**src/rtl/lenet_hls_mac_pkg.sv**
```systemverilog
// Shared helpers for the LeNet MAC pipeline: product width, saturation
// limits and the legal parameter ranges.
package lenet_hls_mac_pkg;

  localparam int ACC_WIDTH_MAX = 48;
  localparam int NUM_STAGE_MIN = 2;
  localparam int NUM_STAGE_MAX = 5;

  // Full-precision width of a signed a_w x b_w product
  function automatic int prod_width(input int a_w, input int b_w);
    return a_w + b_w;
  endfunction

  // Largest positive value of an acc_w-bit signed number (zero-extended to 64)
  function automatic logic [63:0] sat_max(input int acc_w);
    return (64'd1 << (acc_w - 1)) - 64'd1;
  endfunction

  // Most negative value of an acc_w-bit signed number (low acc_w bits are valid)
  function automatic logic [63:0] sat_min(input int acc_w);
    return ~sat_max(acc_w);
  endfunction

  // True when the widths and stage count are inside the supported range
  function automatic bit params_ok(input int a_w, input int b_w,
                                   input int acc_w, input int stages);
    return (a_w >= 1) && (b_w >= 1) &&
           (acc_w >= prod_width(a_w, b_w)) && (acc_w <= ACC_WIDTH_MAX) &&
           (stages >= NUM_STAGE_MIN) && (stages <= NUM_STAGE_MAX);
  endfunction

endpackage

```
**src/rtl/lenet_hls_mac_pipe_mul.sv**
```systemverilog
// Registered signed multiplier with a side-band tag that travels alongside
// the product. STAGES registers deep; every stage advances only on ce.
module lenet_hls_mac_pipe_mul
  import lenet_hls_mac_pkg::*;
#(
  parameter int A_W    = 12,
  parameter int B_W    = 6,
  parameter int STAGES = 2,
  parameter int TAG_W  = 1
) (
  input  logic                                  clk,
  input  logic                                  rst_n,
  input  logic                                  ce,
  input  logic signed [A_W-1:0]                 a,
  input  logic signed [B_W-1:0]                 b,
  input  logic        [TAG_W-1:0]               tag_in,
  output logic signed [prod_width(A_W,B_W)-1:0] p,
  output logic        [TAG_W-1:0]               tag_out
);

  localparam int P_W = prod_width(A_W, B_W);

  generate
    for (genvar gi = 0; gi < STAGES; gi++) begin : g_stage
      logic signed [P_W-1:0] p_q;
      logic        [TAG_W-1:0] tag_q;
      if (gi == 0) begin : g_first
        // First stage: form the full-precision product from sign-extended operands
        always_ff @(posedge clk or negedge rst_n) begin
          if (!rst_n) begin
            p_q   <= '0;
            tag_q <= '0;
          end else if (ce) begin
            p_q   <= P_W'(a) * P_W'(b);
            tag_q <= tag_in;
          end
        end
      end else begin : g_rest
        // Later stages: plain delay registers, free for retiming into the multiplier
        always_ff @(posedge clk or negedge rst_n) begin
          if (!rst_n) begin
            p_q   <= '0;
            tag_q <= '0;
          end else if (ce) begin
            p_q   <= g_stage[gi-1].p_q;
            tag_q <= g_stage[gi-1].tag_q;
          end
        end
      end
    end
  endgenerate

  assign p       = g_stage[STAGES-1].p_q;
  assign tag_out = g_stage[STAGES-1].tag_q;

endmodule

```
**src/rtl/lenet_hls_mac_pipe.sv**
```systemverilog
// Windowed multiply-accumulate for the LeNet HLS datapath. Beats are
// multiplied in NUM_STAGE-1 registered stages, summed in one accumulator
// stage, and the window sum is emitted on the beat carrying in_last.
// A stalled result freezes the whole pipeline.
// Build option: define LENET_HLS_MAC_SAT_EN to saturate the accumulator on
// overflow; otherwise it wraps. out_ovf reports overflow in both builds.
module lenet_hls_mac_pipe
  import lenet_hls_mac_pkg::*;
#(
  parameter int DIN0_WIDTH = 12,
  parameter int DIN1_WIDTH = 6,
  parameter int ACC_WIDTH  = 24,
  parameter int NUM_STAGE  = 3
) (
  input  logic                         ap_clk,
  input  logic                         ap_rst_n,
  input  logic                         in_valid,
  output logic                         in_ready,
  input  logic signed [DIN0_WIDTH-1:0] din0,
  input  logic signed [DIN1_WIDTH-1:0] din1,
  input  logic                         in_first,
  input  logic                         in_last,
  output logic                         out_valid,
  input  logic                         out_ready,
  output logic signed [ACC_WIDTH-1:0]  dout,
  output logic                         out_ovf
);

  localparam int P_W = prod_width(DIN0_WIDTH, DIN1_WIDTH);

  generate
    if (!params_ok(DIN0_WIDTH, DIN1_WIDTH, ACC_WIDTH, NUM_STAGE)) begin : g_param_check
      $error("lenet_hls_mac_pipe: DIN/ACC widths or NUM_STAGE out of range");
    end
  endgenerate

`ifdef LENET_HLS_MAC_SAT_EN
  localparam logic signed [ACC_WIDTH-1:0] ACC_MAX = ACC_WIDTH'(sat_max(ACC_WIDTH));
  localparam logic signed [ACC_WIDTH-1:0] ACC_MIN = ACC_WIDTH'(sat_min(ACC_WIDTH));
`endif

  logic                        pipe_en;
  logic [2:0]                  tag_in;
  logic [2:0]                  tag_out;
  logic signed [P_W-1:0]       prod;
  logic                        m_valid;
  logic                        m_first;
  logic                        m_last;

  logic signed [ACC_WIDTH-1:0] acc_reg;
  logic                        ovf_reg;
  logic                        start_pending_reg;
  logic signed [ACC_WIDTH-1:0] dout_reg;
  logic                        out_ovf_reg;
  logic                        out_valid_reg;

  logic signed [ACC_WIDTH-1:0] prod_ext;
  logic signed [ACC_WIDTH-1:0] acc_base;
  logic        [ACC_WIDTH:0]   sum_wide;
  logic                        win_start;
  logic                        step_ovf;
  logic signed [ACC_WIDTH-1:0] acc_next;
  logic                        ovf_next;

  // Global stall: everything advances only when the output slot can move
  assign pipe_en  = !out_valid_reg || out_ready;
  assign in_ready = pipe_en;

  // Flags are masked with in_valid so unaccepted beats leave no trace
  assign tag_in  = {in_valid, in_valid & in_first, in_valid & in_last};
  assign m_valid = tag_out[2];
  assign m_first = tag_out[1];
  assign m_last  = tag_out[0];

  lenet_hls_mac_pipe_mul #(
    .A_W    (DIN0_WIDTH),
    .B_W    (DIN1_WIDTH),
    .STAGES (NUM_STAGE - 1),
    .TAG_W  (3)
  ) u_mul (
    .clk     (ap_clk),
    .rst_n   (ap_rst_n),
    .ce      (pipe_en),
    .a       (din0),
    .b       (din1),
    .tag_in  (tag_in),
    .p       (prod),
    .tag_out (tag_out)
  );

  // Accumulate step: restart or add, detect signed overflow, wrap or clamp
  always_comb begin
    prod_ext  = ACC_WIDTH'(prod);
    win_start = m_first || start_pending_reg;
    acc_base  = win_start ? '0 : acc_reg;
    sum_wide  = {acc_base[ACC_WIDTH-1], acc_base} + {prod_ext[ACC_WIDTH-1], prod_ext};
    step_ovf  = sum_wide[ACC_WIDTH] ^ sum_wide[ACC_WIDTH-1];
    acc_next  = sum_wide[ACC_WIDTH-1:0];
`ifdef LENET_HLS_MAC_SAT_EN
    if (step_ovf) begin
      acc_next = sum_wide[ACC_WIDTH] ? ACC_MIN : ACC_MAX;
    end
`endif
    ovf_next  = (!win_start && ovf_reg) || step_ovf;
  end

  // Accumulator and output register; a new window is armed after every last beat
  always_ff @(posedge ap_clk or negedge ap_rst_n) begin
    if (!ap_rst_n) begin
      acc_reg           <= '0;
      ovf_reg           <= 1'b0;
      start_pending_reg <= 1'b1;
      dout_reg          <= '0;
      out_ovf_reg       <= 1'b0;
      out_valid_reg     <= 1'b0;
    end else if (pipe_en) begin
      if (m_valid) begin
        acc_reg           <= acc_next;
        ovf_reg           <= ovf_next;
        start_pending_reg <= m_last;
      end
      out_valid_reg <= m_valid && m_last;
      if (m_valid && m_last) begin
        dout_reg    <= acc_next;
        out_ovf_reg <= ovf_next;
      end
    end
  end

  assign out_valid = out_valid_reg;
  assign dout      = dout_reg;
  assign out_ovf   = out_ovf_reg;

endmodule

```
**config.mk**
```make
export PLATFORM = sky130hd
export DESIGN_NAME = lenet_hls_mac_pipe
export DESIGN_NICKNAME = d
export VERILOG_FILES = /design/src/rtl/lenet_hls_mac_pkg.sv /design/src/rtl/lenet_hls_mac_pipe_mul.sv /design/src/rtl/lenet_hls_mac_pipe.sv
export SDC_FILE = /design/constraint.sdc
export NUM_CORES = 1
export LEC_CHECK = 0
export CORE_UTILIZATION = 50
export CTS_CLUSTER_SIZE = 14
export DETAILED_ROUTE_END_ITERATION = 8
export GPL_TIMING_DRIVEN = 0
export PLACE_DENSITY = 0.65
export SYNTH_ARGS = -nofsm -noshare
export SYNTH_HDL_FRONTEND = slang
export SYNTH_SLANG_ARGS = --single-unit
```
**constraint.sdc**
```tcl
create_clock -name ap_clk -period 8.2 [get_ports ap_clk]
set_input_delay 1.64 -clock ap_clk [delete_from_list [all_inputs] [get_ports ap_clk]]
set_output_delay 1.64 -clock ap_clk [all_outputs]
set_load 0.02 [all_outputs]
```
==> qor.log, run 1 <==
[logic_synthesis] number of synthesis warnings 0
[die] Die X-Extent 123.0 µm
[clock_tree] clock sink count 94
[drt] number of vias after detailed routing 5,651
[worst_hold_path] count of cells along the worst hold path 2
[worst_setup_path] CP Launch Point din1[4]
[worst_setup_path] critical path arrival 6.69 ns
[worst_hold_path] HP Class flip-flop to flip-flop
[place] number of port buffers 50
[drt] drt initial violations 312
[clock_tree] number of cells upsized or downsized after cts 0
[finish] Antenna Diode Count 0
[die] vertical die dimension 123.0 µm
[pwr] power spent charging and discharging nets 1372 µW
[grt] pin count of the biggest net entering global routing 60
[worst_setup_path] cell count of the worst reg-to-reg path 13
[pwr] part of the total power dissipated in sequential elements 0.255
[grt] number of antenna violations at the first check in global routing 0
[worst_setup_path] Top delay family on crit path adder cells
[worst_setup_path] slowest CP cell sky130_fd_sc_hd__fa_1
[worst_setup_path] terminus of the critical flop-to-flop path dout[16]$_DFFE_PN0P_
[pwr] leakage power figure 0.003955 µW
[logic_synthesis] post-synth cell types 49
[worst_setup_path] Crit path top cell by count sky130_fd_sc_hd__fa_1
[logic_synthesis] mean instance size in the synthesized netlist 9.215 µm²
[logic_synthesis] top cells by area, synth sky130_fd_sc_hd__dfrtp_1 32%, sky130_fd_sc_hd__fa_1 14%, sky130_fd_sc_hd__ha_1 9.7%, sky130_fd_sc_hd__nand2_1 8.7%, sky130_fd_sc_hd__and2_1 6.5%
[grt] Tot GR Track Use 0.2303
[logic_synthesis] post-synthesis instance area 7317 µm²
[place] gp weighted congestion 0.8730
[pwr] power share of the clock group 0.141
[worst_setup_path] required time of the worst setup path 8.46 ns
[pwr] Peak VDD IR 0.1304 mV
[timing] setup skew after layout 0.01181 ns
[worst_setup_path] internal reg-to-reg setup slack 4.29 ns
[drt] Detailed Route WL 15.83 mm
[pwr] internal power 1752 µW
[worst_setup_path] cells traversed along the worst timing path clkdlybuf4s50_1 > clkbuf_1 > nand2_1 > fa_1 > fa_1 > inv_1 > fa_1 > inv_1 > fa_1 > inv_1 > ha_1 > a21oi_1 > a2bb2oi_1 > a21oi_1 > a31oi_1 > o21ai_0 > and3b_1 > nor3_1
[drt] length of the first detailed-routing pass in iterations 4
[die] Total Die Area 15,120 µm²
[clock_tree] number of clock buffers inserted by TritonCTS 9
[logic_synthesis] sequential-to-total area share from yosys stat 0.3216
[clock_tree] deepest clock path buffer count 2
[logic_synthesis] number of flops mapped to enable cells by yosys 0
[finish] post-synthesis to final-layout area growth 14.55%
[timing] period utilisation layout 0.7831
[clock_tree] clock transition at the register clock pins on the worst setup and hold paths after CTS 0.08 ns
[clock_tree] Clock Latency Late Sink 0.35 ns
[timing] number of pins exceeding their max-slew limit in the final report 0
[finish] Filler Cell Count 1,253
[logic_synthesis] Synth Net Count 926
[die] number of core rows 43
[clock_tree] hold bufs inserted after CTS 0
[worst_hold_path] Worst Min Path Start start_pending_reg$_DFFE_PN1P_
[logic_synthesis] share of flip-flops with an asynchronous set or reset after synthesis 1.000
[timing] unrepaired setup endpoints after global routing no
[pwr] combinational power share 0.603
[finish] count of nets after finishing 988
[clock_tree] H-Tree Depth 3
[grt] via count of the first global-routing pass 5,650
[drt] Routed WL per cell 15.21 µm
[logic_synthesis] register bit total from synthesis 94
[worst_setup_path] Setup crit start kind input port
[drt] number of nets still failing antenna checks after routing 0
[worst_hold_path] hold path endpoint start_pending_reg$_DFFE_PN1P_
[grt] overflow left after global routing 0
[status] run status complete, no violations
[finish] fraction of layout instances using a drive strength above 1 0.05459
[finish] final core utilization 0.5946
[pwr] power density relative to cell area 372.8 nW/µm²
[worst_setup_path] worst path buffer plus inverter count 5
[logic_synthesis] Synth Instances 794
[timing] worst max-slew margin expressed relative to the limit 0.5260
[drt] number of remaining DRC errors 0
[logic_synthesis] Synth top area share 0.3181
[job] Maximum Capacitance Violations 0
[worst_setup_path] critical setup path kind input port to flip-flop
[clock_tree] post-CTS setup buffers 0
[worst_setup_path] CP Capture Type flip-flop
[die] effective utilization at floorplan 0.5191
[clock_tree] CTS tree done
[worst_setup_path] worst stage delay on the critical path 0.55 ns
[drt] average via count per standard cell 5.428
[timing] slew at the pin with the worst max-slew slack 0.7110 ns
[timing] final setup violating endpoints 0
[die] io pins 51
[timing] number of hold violations in the final report 0
[timing] setup total negative slack 0 ns
[worst_setup_path] startpoint of the worst register-to-register path u_mul.tag_out[1]$_DFFE_PN0N_
[clock_tree] clock tree root buffer cell sky130_fd_sc_hd__clkbuf_16
[timing] Max Freq 0.1557 GHz
[logic_synthesis] leading register cell type out of synthesis sky130_fd_sc_hd__dfrtp_1
[die] Std-Cell Core Area 14,100 µm²
[place] DPL Wire Length 12.66 mm
[timing] final critical path time including I/O delays and setup 6.421 ns
[logic_synthesis] biggest area consumer among synthesized cells sky130_fd_sc_hd__dfrtp_1
[pwr] fraction of power spent switching nets 0.4391
[grt] first-pass GRT wire length 27.23 mm
[worst_setup_path] highest fanout seen on the critical path 10
## logic make-up after synthesis
| family | share of synthesized area |
|---|---|
| AOI/OAI and AO/OA | 0.1274 |
| xor gates and xnor gates | 0.03232 |
| DFF | 0.3216 |
| and+or+nand+nor | 0.2083 |
| adders and majority gates | 0.2370 |
| muxes | 0.03078 |
| buffers and inverters | 0.04258 |
## area by class of cell
| type | count | area [µm²] | share of cell area |
|---|---|---|---|
| tap | 180 | 225.2 | 0.02687 |
| multi-input combinational | 617 | 4652 | 0.5550 |
| clock inverter | 7 | 88.84 | 0.01060 |
| sequential | 94 | 2354 | 0.2808 |
| timing repair buffer | 51 | 525.5 | 0.06270 |
| clock buffer | 9 | 225.2 | 0.02687 |
| buffer | 29 | 108.9 | 0.01299 |
| inverter | 54 | 202.7 | 0.02418 |
## worst max path at each step
| stage | to | slack (ns) | depth (start not counted) |
|---|---|---|---|
| after floorplan | u_mul.g_stage[0].p_q[17]$_DFFE_PN0N_ | 2.48 | 18 |
| after detailed placement | u_mul.g_stage[0].p_q[17]$_DFFE_PN0N_ | 1.42 | 18 |
| after CTS | u_mul.g_stage[0].p_q[17]$_DFFE_PN0N_ | 1.79 | 18 |
| final | u_mul.g_stage[0].p_q[17]$_DFFE_PN0N_ | 1.78 | 18 |
| after global routing | u_mul.g_stage[0].p_q[17]$_DFFE_PN0N_ | 1.48 | 18 |
| after global placement | u_mul.g_stage[0].p_q[17]$_DFFE_PN0N_ | 1.49 | 18 |
## power groups by stage
| stage | clock [µW] | sequential (µW) | combinational [µW] |
|---|---|---|---|
| after CTS | 446 | 801 | 1890 |
| after detailed placement | 0 | 807 | 1880 |
| after global routing | 466 | 827 | 2140 |
| after floorplan | 0 | 846 | 1350 |
| final | 441 | 798 | 1890 |
| after global placement | 0 | 798 | 1840 |
## placed cells by master (no fill, tap or decap), types with 4 or more instances in the layout
master	count
sky130_fd_sc_hd__clkbuf_1	24
sky130_fd_sc_hd__buf_1	5
sky130_fd_sc_hd__a21o_1	8
sky130_fd_sc_hd__o21a_1	11
sky130_fd_sc_hd__nor2_1	31
sky130_fd_sc_hd__dfrtp_1	93
sky130_fd_sc_hd__o21ai_0	29
sky130_fd_sc_hd__mux2_2	20
sky130_fd_sc_hd__xnor2_1	18
sky130_fd_sc_hd__inv_6	4
sky130_fd_sc_hd__clkbuf_16	9
sky130_fd_sc_hd__ha_1	57
sky130_fd_sc_hd__nand3_1	11
sky130_fd_sc_hd__xor2_1	9
sky130_fd_sc_hd__fa_1	51
sky130_fd_sc_hd__o21bai_1	5
sky130_fd_sc_hd__inv_1	54
sky130_fd_sc_hd__nor3_1	13
sky130_fd_sc_hd__nand2_1	169
sky130_fd_sc_hd__and2_1	76
sky130_fd_sc_hd__nor2b_1	7
sky130_fd_sc_hd__a211o_1	5
sky130_fd_sc_hd__o31ai_1	11
sky130_fd_sc_hd__a211oi_1	4
sky130_fd_sc_hd__a21oi_1	40
sky130_fd_sc_hd__clkdlybuf4s50_1	49
## synth_stat cells (5+ instances only)
library cell and n:
sky130_fd_sc_hd__nand3_1 11, sky130_fd_sc_hd__a21oi_1 40, sky130_fd_sc_hd__buf_1 5, sky130_fd_sc_hd__xor2_1 9, sky130_fd_sc_hd__nand2_1 169, sky130_fd_sc_hd__o31ai_1 11
sky130_fd_sc_hd__nor3_1 13, sky130_fd_sc_hd__o21ai_0 29, sky130_fd_sc_hd__ha_1 57, sky130_fd_sc_hd__a21o_1 8, sky130_fd_sc_hd__fa_1 51, sky130_fd_sc_hd__xnor2_1 18
sky130_fd_sc_hd__o21bai_1 5, sky130_fd_sc_hd__and2_1 76, sky130_fd_sc_hd__nor2_1 31, sky130_fd_sc_hd__nor2b_1 7, sky130_fd_sc_hd__clkbuf_1 24, sky130_fd_sc_hd__a211o_1 5
sky130_fd_sc_hd__dfrtp_1 93, sky130_fd_sc_hd__inv_1 54, sky130_fd_sc_hd__o21a_1 11, sky130_fd_sc_hd__mux2_2 20
## worst register-to-register path, cell delays in order (launching register included)
cell and delay [ns]:
sky130_fd_sc_hd__dfrtp_1 0.39, sky130_fd_sc_hd__nor2_1 0.44, sky130_fd_sc_hd__clkbuf_1 0.47, sky130_fd_sc_hd__and2_1 0.20, sky130_fd_sc_hd__ha_1 0.19, sky130_fd_sc_hd__inv_1 0.07
sky130_fd_sc_hd__fa_1 0.40, sky130_fd_sc_hd__nor2b_1 0.22, sky130_fd_sc_hd__o31ai_1 0.11, sky130_fd_sc_hd__a21oi_1 0.44, sky130_fd_sc_hd__o21ai_0 0.23, sky130_fd_sc_hd__nor2b_1 0.19
sky130_fd_sc_hd__xnor2_1 0.16, sky130_fd_sc_hd__mux2_2 0.29
## metrics by stage
step / total power (µW) / area (µm²) / cells / hold WS, ns / setup slack (ns)
finish: 3124 / 8382 / 1041 / 0.4619 / 1.779
global route: 3431 / 8382 / 1041 / 0.4716 / 1.480
CTS: 3138 / 8382 / 1041 / 0.4633 / 1.786
detailed placement: 2684 / 8068 / 1025 / 0.4506 / 1.416
global placement: 2636 / 8043 / 1024 / 0.4474 / 1.487
floorplan: 2192 / 7317 / 794 / 0.4370 / 2.480
## routing by layer
layer / track usage / up-vias / wire, µm
li1: - / 2782 / -
met1: 0.3013 / 2734 / 7191
met2: 0.4059 / 118 / 7887
met3: 0.02768 / 17 / 565
met4: 0.05723 / 0 / 190
met5: 0 / - / 0
No activity file was read; power rests on OpenSTA's default activity.
==> run 2: changes to the inputs <==
- PLACE_DENSITY: 0.65 -> 0.68
- clock period: 8.2 -> 5.8 ns (I/O delays scaled with it)
==> run 2 against run 1 <==
Net effect: register-to-register slack got worse by 2.4 ns; flip-flop and latch count did not move; sequential power rose by 40%; wire length fell by 1.8%; count of clock-buffer cells in the layout did not move; setup slack got worse by 1.6 ns; final cell count barely moved; combinational power rose by 42%; critical path depth rose by 1; cell area barely moved; clock power rose by 29%; sequential share of layout area barely moved.
==> qor.log, run 2 (synthesis results as in run 1) <==
[die] Total Die Area 15,120 µm² [unchanged]
[finish] fraction of layout instances using a drive strength above 1 0.06512 [+0.01053]
[die] Std-Cell Core Area 14,100 µm² [unchanged]
[die] vertical die dimension 123.0 µm [unchanged]
[timing] worst max-slew margin expressed relative to the limit 0.5481 [+0.02205]
[place] number of port buffers 50 [unchanged]
[pwr] leakage power figure 0.003968 µW [+0.32%]
[pwr] power after layout 4389 µW [+40%]
[timing] number of pins exceeding their max-slew limit in the final report 0 [unchanged]
[pwr] combinational power share 0.613 [+0.010]
[die] io pins 51 [unchanged]
[worst_setup_path] highest fanout seen on the critical path 10 [unchanged]
[grt] number of antenna violations at the first check in global routing 0 [unchanged]
[clock_tree] clock tree root buffer cell sky130_fd_sc_hd__clkbuf_16
[drt] number of vias after detailed routing 5,576 [-1.3%]
[worst_setup_path] Setup crit start kind input port
[timing] number of hold violations in the final report 0 [unchanged]
[die] effective utilization at floorplan 0.5191 [unchanged]
[pwr] internal power 2445 µW [+40%]
[finish] most frequent standard cell in the layout excluding fill and tap cells sky130_fd_sc_hd__nand2_1
[timing] final critical path time including I/O delays and setup 5.587 ns
[status] run status complete, no violations
[place] total placed instance area 8068 µm² [unchanged]
[grt] via count of the first global-routing pass 5,526 [-2.2%]
[finish] number of standard cells in the layout, taps in and fillers out 1,040 [-0.096%]
[pwr] part of the total power dissipated in sequential elements 0.256 [about the same]
[grt] first-pass GRT wire length 26.24 mm [-3.6%]
[place] count of placed standard cells including taps 1,025 [unchanged]
[worst_setup_path] critical setup path kind input port to flip-flop
[clock_tree] clock sink count 94 [unchanged]
[worst_setup_path] critical path arrival 5.80 ns [-0.89 ns]
[timing] period utilisation layout 0.9633
[timing] slew at the pin with the worst max-slew slack 0.6779 ns [-0.03308 ns]
[drt] number of nets still failing antenna checks after routing 0 [unchanged]
[timing] final worst hold slack 0.4636 ns [+0.001731 ns]
[finish] Filler Cell Count 1,276 [+1.8%]
[clock_tree] H-Tree Depth 3 [unchanged]
[clock_tree] number of clock buffers inserted by TritonCTS 9 [unchanged]
[timing] unrepaired setup endpoints after global routing yes
[drt] drt initial violations 329 [+5.4%]
[drt] length of the first detailed-routing pass in iterations 4 [unchanged]
[place] gp weighted congestion 0.9074 [+3.9%]
[clock_tree] hold bufs inserted after CTS 0 [unchanged]
[grt] Tot GR Track Use 0.2220 [-0.008293]
[drt] Detailed Route WL 15.55 mm [-1.8%]
[timing] Max Freq 0.1790 GHz
[finish] Antenna Diode Count 0 [unchanged]
[finish] final instance area 8384 µm² [about the same]
[drt] number of remaining DRC errors 0 [unchanged]
[drt] Routed WL per cell 14.96 µm [-1.7%]
[die] Die X-Extent 123.0 µm [unchanged]
[worst_hold_path] HP Class flip-flop to flip-flop
[pwr] Peak VDD IR 0.2510 mV [+92%]
[grt] overflow left after global routing 0 [unchanged]
[clock_tree] clock transition at the register clock pins on the worst setup and hold paths after CTS 0.08 ns [about the same]
[die] number of core rows 43 [unchanged]
[finish] post-synthesis to final-layout area growth 14.59% [about the same]
[worst_setup_path] required time of the worst setup path 6.02 ns [-2.44 ns]
[pwr] fraction of power spent switching nets 0.4428 [+0.003684]
[job] Maximum Capacitance Violations 0 [unchanged]
[pwr] power spent charging and discharging nets 1943 µW [+42%]
[place] DPL Wire Length 12.57 mm [-0.69%]
[grt] pin count of the biggest net entering global routing 52 [-13%]
[timing] setup total negative slack 0 ns [unchanged]
[pwr] power density relative to cell area 523.5 nW/µm² [+40%]
[clock_tree] Clock Latency Late Sink 0.34 ns [about the same]
[worst_setup_path] CP Capture Type flip-flop
[finish] most used cells in the layout excluding fill and tap cells 169 x sky130_fd_sc_hd__nand2_1, 93 x sky130_fd_sc_hd__dfrtp_1, 76 x sky130_fd_sc_hd__and2_1
[timing] final setup violating endpoints 0 [unchanged]
[finish] count of nets after finishing 987 [-0.10%]
[clock_tree] deepest clock path buffer count 2 [unchanged]
[drt] average via count per standard cell 5.362 [-1.2%]
[clock_tree] CTS tree done
[timing] setup skew after layout 0.01162 ns [-0.0001890 ns]
[pwr] power share of the clock group 0.130 [-0.011]
==> run 2: cell type report <==
type                       instances  area (µm²)  area share
buffer                            26       101.3     0.01209
clock buffer                       9       225.2     0.02686
clock inverter                     7       61.31    0.007312
inverter                          54       202.7     0.02418
multi-input combinational        617        4672      0.5572
sequential                        94        2354      0.2807
tap                              180       225.2     0.02686
timing repair buffer              53       543.0     0.06477
==> run 2: worst max-delay path, stage by stage <==
cell,delay [ns]
sky130_fd_sc_hd__clkdlybuf4s50_1,0.44
sky130_fd_sc_hd__clkbuf_2,0.21
sky130_fd_sc_hd__and2_1,0.19
sky130_fd_sc_hd__fa_1,0.50
sky130_fd_sc_hd__inv_1,0.05
sky130_fd_sc_hd__fa_1,0.48
sky130_fd_sc_hd__inv_1,0.05
sky130_fd_sc_hd__fa_1,0.53
sky130_fd_sc_hd__inv_1,0.05
sky130_fd_sc_hd__fa_1,0.38
sky130_fd_sc_hd__inv_1,0.06
sky130_fd_sc_hd__ha_1,0.25
sky130_fd_sc_hd__nor2b_1,0.14
sky130_fd_sc_hd__o21ai_0,0.24
sky130_fd_sc_hd__a21oi_2,0.11
sky130_fd_sc_hd__o311a_1,0.40
sky130_fd_sc_hd__o21ai_0,0.21
sky130_fd_sc_hd__nor4b_1,0.27
sky130_fd_sc_hd__nor3_1,0.07
==> run 2: metal layers <==
layer / vias to the layer above / GRT usage / wire (µm)
li1: 2771 / - / -
met1: 2692 / 0.2860 / 7201
met2: 99 / 0.3915 / 7723
met3: 14 / 0.02952 / 436
met4: 0 / 0.06024 / 193
met5: - / 0 / 0
==> run 2: worst paths after layout <==
path,from,to,slack (ns),cells after the start
worst min register to register,start_pending_reg$_DFFE_PN1P_,start_pending_reg$_DFFE_PN1P_,0.46,2
worst max register to register,u_mul.tag_out[1]$_DFFE_PN0N_,dout[16]$_DFFE_PN0P_,1.86,13
worst min-delay path,start_pending_reg$_DFFE_PN1P_,start_pending_reg$_DFFE_PN1P_,0.46,2
worst max-delay path,din1[1],u_mul.g_stage[0].p_q[12]$_DFFE_PN0N_,0.21,19
max in group asynchronous,ap_rst_n,acc_reg[15]$_DFFE_PN0P_,4.33,2
min in group asynchronous,ap_rst_n,dout[5]$_DFFE_PN0P_,0.80,1
==> run 2: power groups by stage <==
stage	combinational, µW	sequential [µW]	clock [µW]
2_1_floorplan	1900	1200	0
3_3_place_gp	2600	1130	0
3_5_place_dp	2660	1140	0
4_1_cts	2690	1130	581
5_1_grt	3020	1170	614
6_report	2690	1120	571
==> run 2: metrics by stage <==
| step | util | setup slack (ns) |
|---|---|---|
| after detailed placement | 0.5723 | -0.5323 |
| after CTS | 0.5930 | 0.04127 |
| after floorplan | - | 0.5602 |
| after global placement | 0.5706 | -0.3989 |
| final | 0.5948 | 0.2128 |
| after global routing | 0.5948 | -0.007936 |
==> run 2: what timing repair did <==
item                                    CTS  global route
endpoints found under the setup margin    5             6
hold endpoints to repair                  0             0
pin swaps                                 0             4
setup buffers                             0             2
gates resized for setup                   2            11
==> run 3: changes to the inputs <==
--- a/config.mk
+++ b/config.mk
@@ -11,3 +11,3 @@
 export GPL_TIMING_DRIVEN = 0
-export PLACE_DENSITY = 0.68
+export PLACE_DENSITY = 0.7
 export SYNTH_ARGS = -nofsm -noshare
==> constraint.sdc (replaced) <==
create_clock -name ap_clk -period 5.8 [get_ports ap_clk]
set_input_delay 0.87 -clock ap_clk [delete_from_list [all_inputs] [get_ports ap_clk]]
set_output_delay 0.87 -clock ap_clk [all_outputs]
set_load 0.02 [all_outputs]
==> run 3 against run 2 <==
Net effect: die area unchanged; clock power increased by 4.2%; first-iteration DRC count decreased by 20%; count of clock-buffer cells in the layout stayed put; combinational power about the same.
==> qor.log, run 3 (synthesis results as in run 1) <==
[die] vertical die dimension 123.0 µm [unchanged]
[timing] unrepaired setup endpoints after global routing no
[die] Die X-Extent 123.0 µm [unchanged]
[worst_setup_path] highest fanout seen on the critical path 10 [unchanged]
[place] total placed instance area 8068 µm² [unchanged]
[clock_tree] deepest clock path buffer count 2 [unchanged]
[worst_hold_path] HP Class flip-flop to flip-flop
[drt] average via count per standard cell 5.434 [+1.4%]
[clock_tree] Clock Latency Late Sink 0.35 ns [about the same]
[worst_setup_path] Setup crit start kind input port
[clock_tree] hold bufs inserted after CTS 0 [unchanged]
[drt] number of nets still failing antenna checks after routing 0 [unchanged]
[die] Std-Cell Core Area 14,100 µm² [unchanged]
[grt] Tot GR Track Use 0.2273 [+0.005344]
[drt] number of vias after detailed routing 5,641 [+1.2%]
[timing] number of hold violations in the final report 0 [unchanged]
[place] gp weighted congestion 0.9034 [-0.44%]
[timing] number of pins exceeding their max-slew limit in the final report 0 [unchanged]
[job] Maximum Capacitance Violations 0 [unchanged]
[finish] number of standard cells in the layout, taps in and fillers out 1,038 [-0.19%]
[finish] most used cells in the layout excluding fill and tap cells 169 x sky130_fd_sc_hd__nand2_1, 93 x sky130_fd_sc_hd__dfrtp_1, 76 x sky130_fd_sc_hd__and2_1
[timing] post-layout worst setup margin 0.3310 ns [+0.1182 ns]
[drt] length of the first detailed-routing pass in iterations 5 [+1]
[status] run status complete, no violations
[grt] pin count of the biggest net entering global routing 58 [+12%]
[die] io pins 51 [unchanged]
[place] number of port buffers 50 [unchanged]
[pwr] leakage power figure 0.003945 µW [-0.59%]
[die] Total Die Area 15,120 µm² [unchanged]
[clock_tree] CTS tree done
[finish] Antenna Diode Count 0 [unchanged]
[timing] final critical path time including I/O delays and setup 5.469 ns [-0.1182 ns]
[clock_tree] clock transition at the register clock pins on the worst setup and hold paths after CTS 0.07 ns [about the same]
[pwr] power density relative to cell area 526.9 nW/µm² [+0.66%]
[timing] final worst hold slack 0.4614 ns [-0.002192 ns]
[drt] number of remaining DRC errors 0 [unchanged]
[worst_setup_path] startpoint of the worst register-to-register path u_mul.tag_out[1]$_DFFE_PN0N_
[timing] worst max-slew margin expressed relative to the limit 0.5278 [-0.02023]
[finish] fraction of layout instances using a drive strength above 1 0.05594 [-0.009172]
[timing] final setup violating endpoints 0 [unchanged]
[worst_setup_path] CP Capture Type flip-flop
[pwr] Peak VDD IR 0.2123 mV [-15%]
[finish] count of nets after finishing 986 [-0.10%]
[die] number of core rows 43 [unchanged]
[worst_setup_path] CP Launch Point din1[1]
[finish] Filler Cell Count 1,233 [-3.4%]
[finish] combined flip-flop and latch cell area 2354 µm² [unchanged]
[drt] Routed WL per cell 15.40 µm [+3.0%]
[grt] overflow left after global routing 0 [unchanged]
[clock_tree] H-Tree Depth 3 [unchanged]
[place] post-placement worst setup slack -0.1835 ns [+0.3488 ns]
[grt] via count of the first global-routing pass 5,666 [+2.5%]
[finish] post-synthesis to final-layout area growth 14.31%
[drt] Detailed Route WL 15.99 mm [+2.8%]
[finish] area of combinational cells with multiple inputs 4658 µm² [-0.29%]
[clock_tree] clock sink count 94 [unchanged]
[clock_tree] number of clock buffers inserted by TritonCTS 9 [unchanged]
[worst_setup_path] slowest CP cell sky130_fd_sc_hd__fa_1
[worst_hold_path] Worst Min Path Start start_pending_reg$_DFFE_PN1P_
[timing] period utilisation layout 0.9429 [-0.02037]
[pwr] power after layout 4407 µW [+0.42%]
[place] count of placed standard cells including taps 1,025 [unchanged]
[clock_tree] clock tree root buffer cell sky130_fd_sc_hd__clkbuf_16
[finish] most frequent standard cell in the layout excluding fill and tap cells sky130_fd_sc_hd__nand2_1
[worst_setup_path] critical setup path kind input port to flip-flop
[place] DPL Wire Length 12.67 mm [+0.75%]
[timing] Max Freq 0.1828 GHz [+2.2%]
[timing] slew at the pin with the worst max-slew slack 0.7083 ns [+0.03034 ns]
[worst_setup_path] cells traversed along the worst timing path clkdlybuf4s50_1 > clkbuf_1 > and2_1 > fa_1 > inv_1 > fa_1 > inv_1 > fa_1 > inv_1 > fa_1 > inv_1 > ha_1 > a21oi_1 > a2bb2oi_2 > a21oi_1 > a31oi_1 > o21ai_0 > and3b_1 > nor3_1
[finish] final instance area 8364 µm² [-0.24%]
[drt] drt initial violations 264 [-20%]
[timing] setup skew after layout 0.009209 ns [-0.002412 ns]
[worst_setup_path] critical path arrival 5.73 ns [-0.07 ns]
[die] effective utilization at floorplan 0.5191 [unchanged]
[grt] first-pass GRT wire length 26.68 mm [+1.7%]
[worst_setup_path] worst stage delay on the critical path 0.55 ns [+0.02 ns]
[grt] number of antenna violations at the first check in global routing 0 [unchanged]
[worst_setup_path] required time of the worst setup path 6.06 ns [+0.04 ns]
run 3: layer usage:
| metal | GRT usage | up-vias | part of all wire |
|---|---|---|---|
| li1 | - | 2770 | - |
| met1 | 0.2934 | 2734 | 0.46 |
| met2 | 0.4003 | 114 | 0.49 |
| met3 | 0.02076 | 23 | 0.028 |
| met4 | 0.07831 | 0 | 0.020 |
| met5 | 0 | - | 0 |
run 3: what timing repair did:
action	4_1_cts	5_1_grt
buffers inserted	0	0
endpoints found under the hold margin	0	0
endpoints found under the setup margin	0	3
resized for setup	0	3
run 3: final cells by class:
class                   instances  share of cell area
plain buffers                  27             0.01227
clock buffers                   9             0.02693
clock inverters                 6            0.008527
inverters                      54             0.02423
multi-input cells             617              0.5569
flip-flops and latches         94              0.2814
well taps                     180             0.02693
repair buffers                 51             0.06283
run 3: where the power goes:
part           internal (µW)  switching, µW
registers                962            167
logic                   1170           1510
clock network            335            260
run 3: critical path, delay by kind of cell:
kind                       cells  cell delay, ns
buffers and inverters          6            0.88
and+or+nand+nor                3            0.60
adders and majority gates      5            2.32
AOI/OAI and AO/OA              5            1.04
run 3: path summary, 6_finish.rpt:
path | end | slack (ns) | depth (start not counted)
max | u_mul.g_stage[0].p_q[17]$_DFFE_PN0N_ | 0.33 | 19
min | start_pending_reg$_DFFE_PN1P_ | 0.46 | 2
max reg2reg | dout[20]$_DFFE_PN0P_ | 1.78 | 13
min reg2reg | start_pending_reg$_DFFE_PN1P_ | 0.46 | 2
max in group asynchronous | start_pending_reg$_DFFE_PN1P_ | 4.64 | 2
min in group asynchronous | acc_reg[2]$_DFFE_PN0P_ | 0.48 | 1
run 3: stage by stage:
| step | utilization | TNS [ns] |
|---|---|---|
| 6_report | 0.5934 | 0 |
| 5_1_grt | 0.5934 | 0 |
| 4_1_cts | 0.5934 | 0 |
| 3_5_place_dp | 0.5723 | -0.3725 |
| 3_3_place_gp | 0.5706 | -0.1395 |
| 2_1_floorplan | - | 0 |
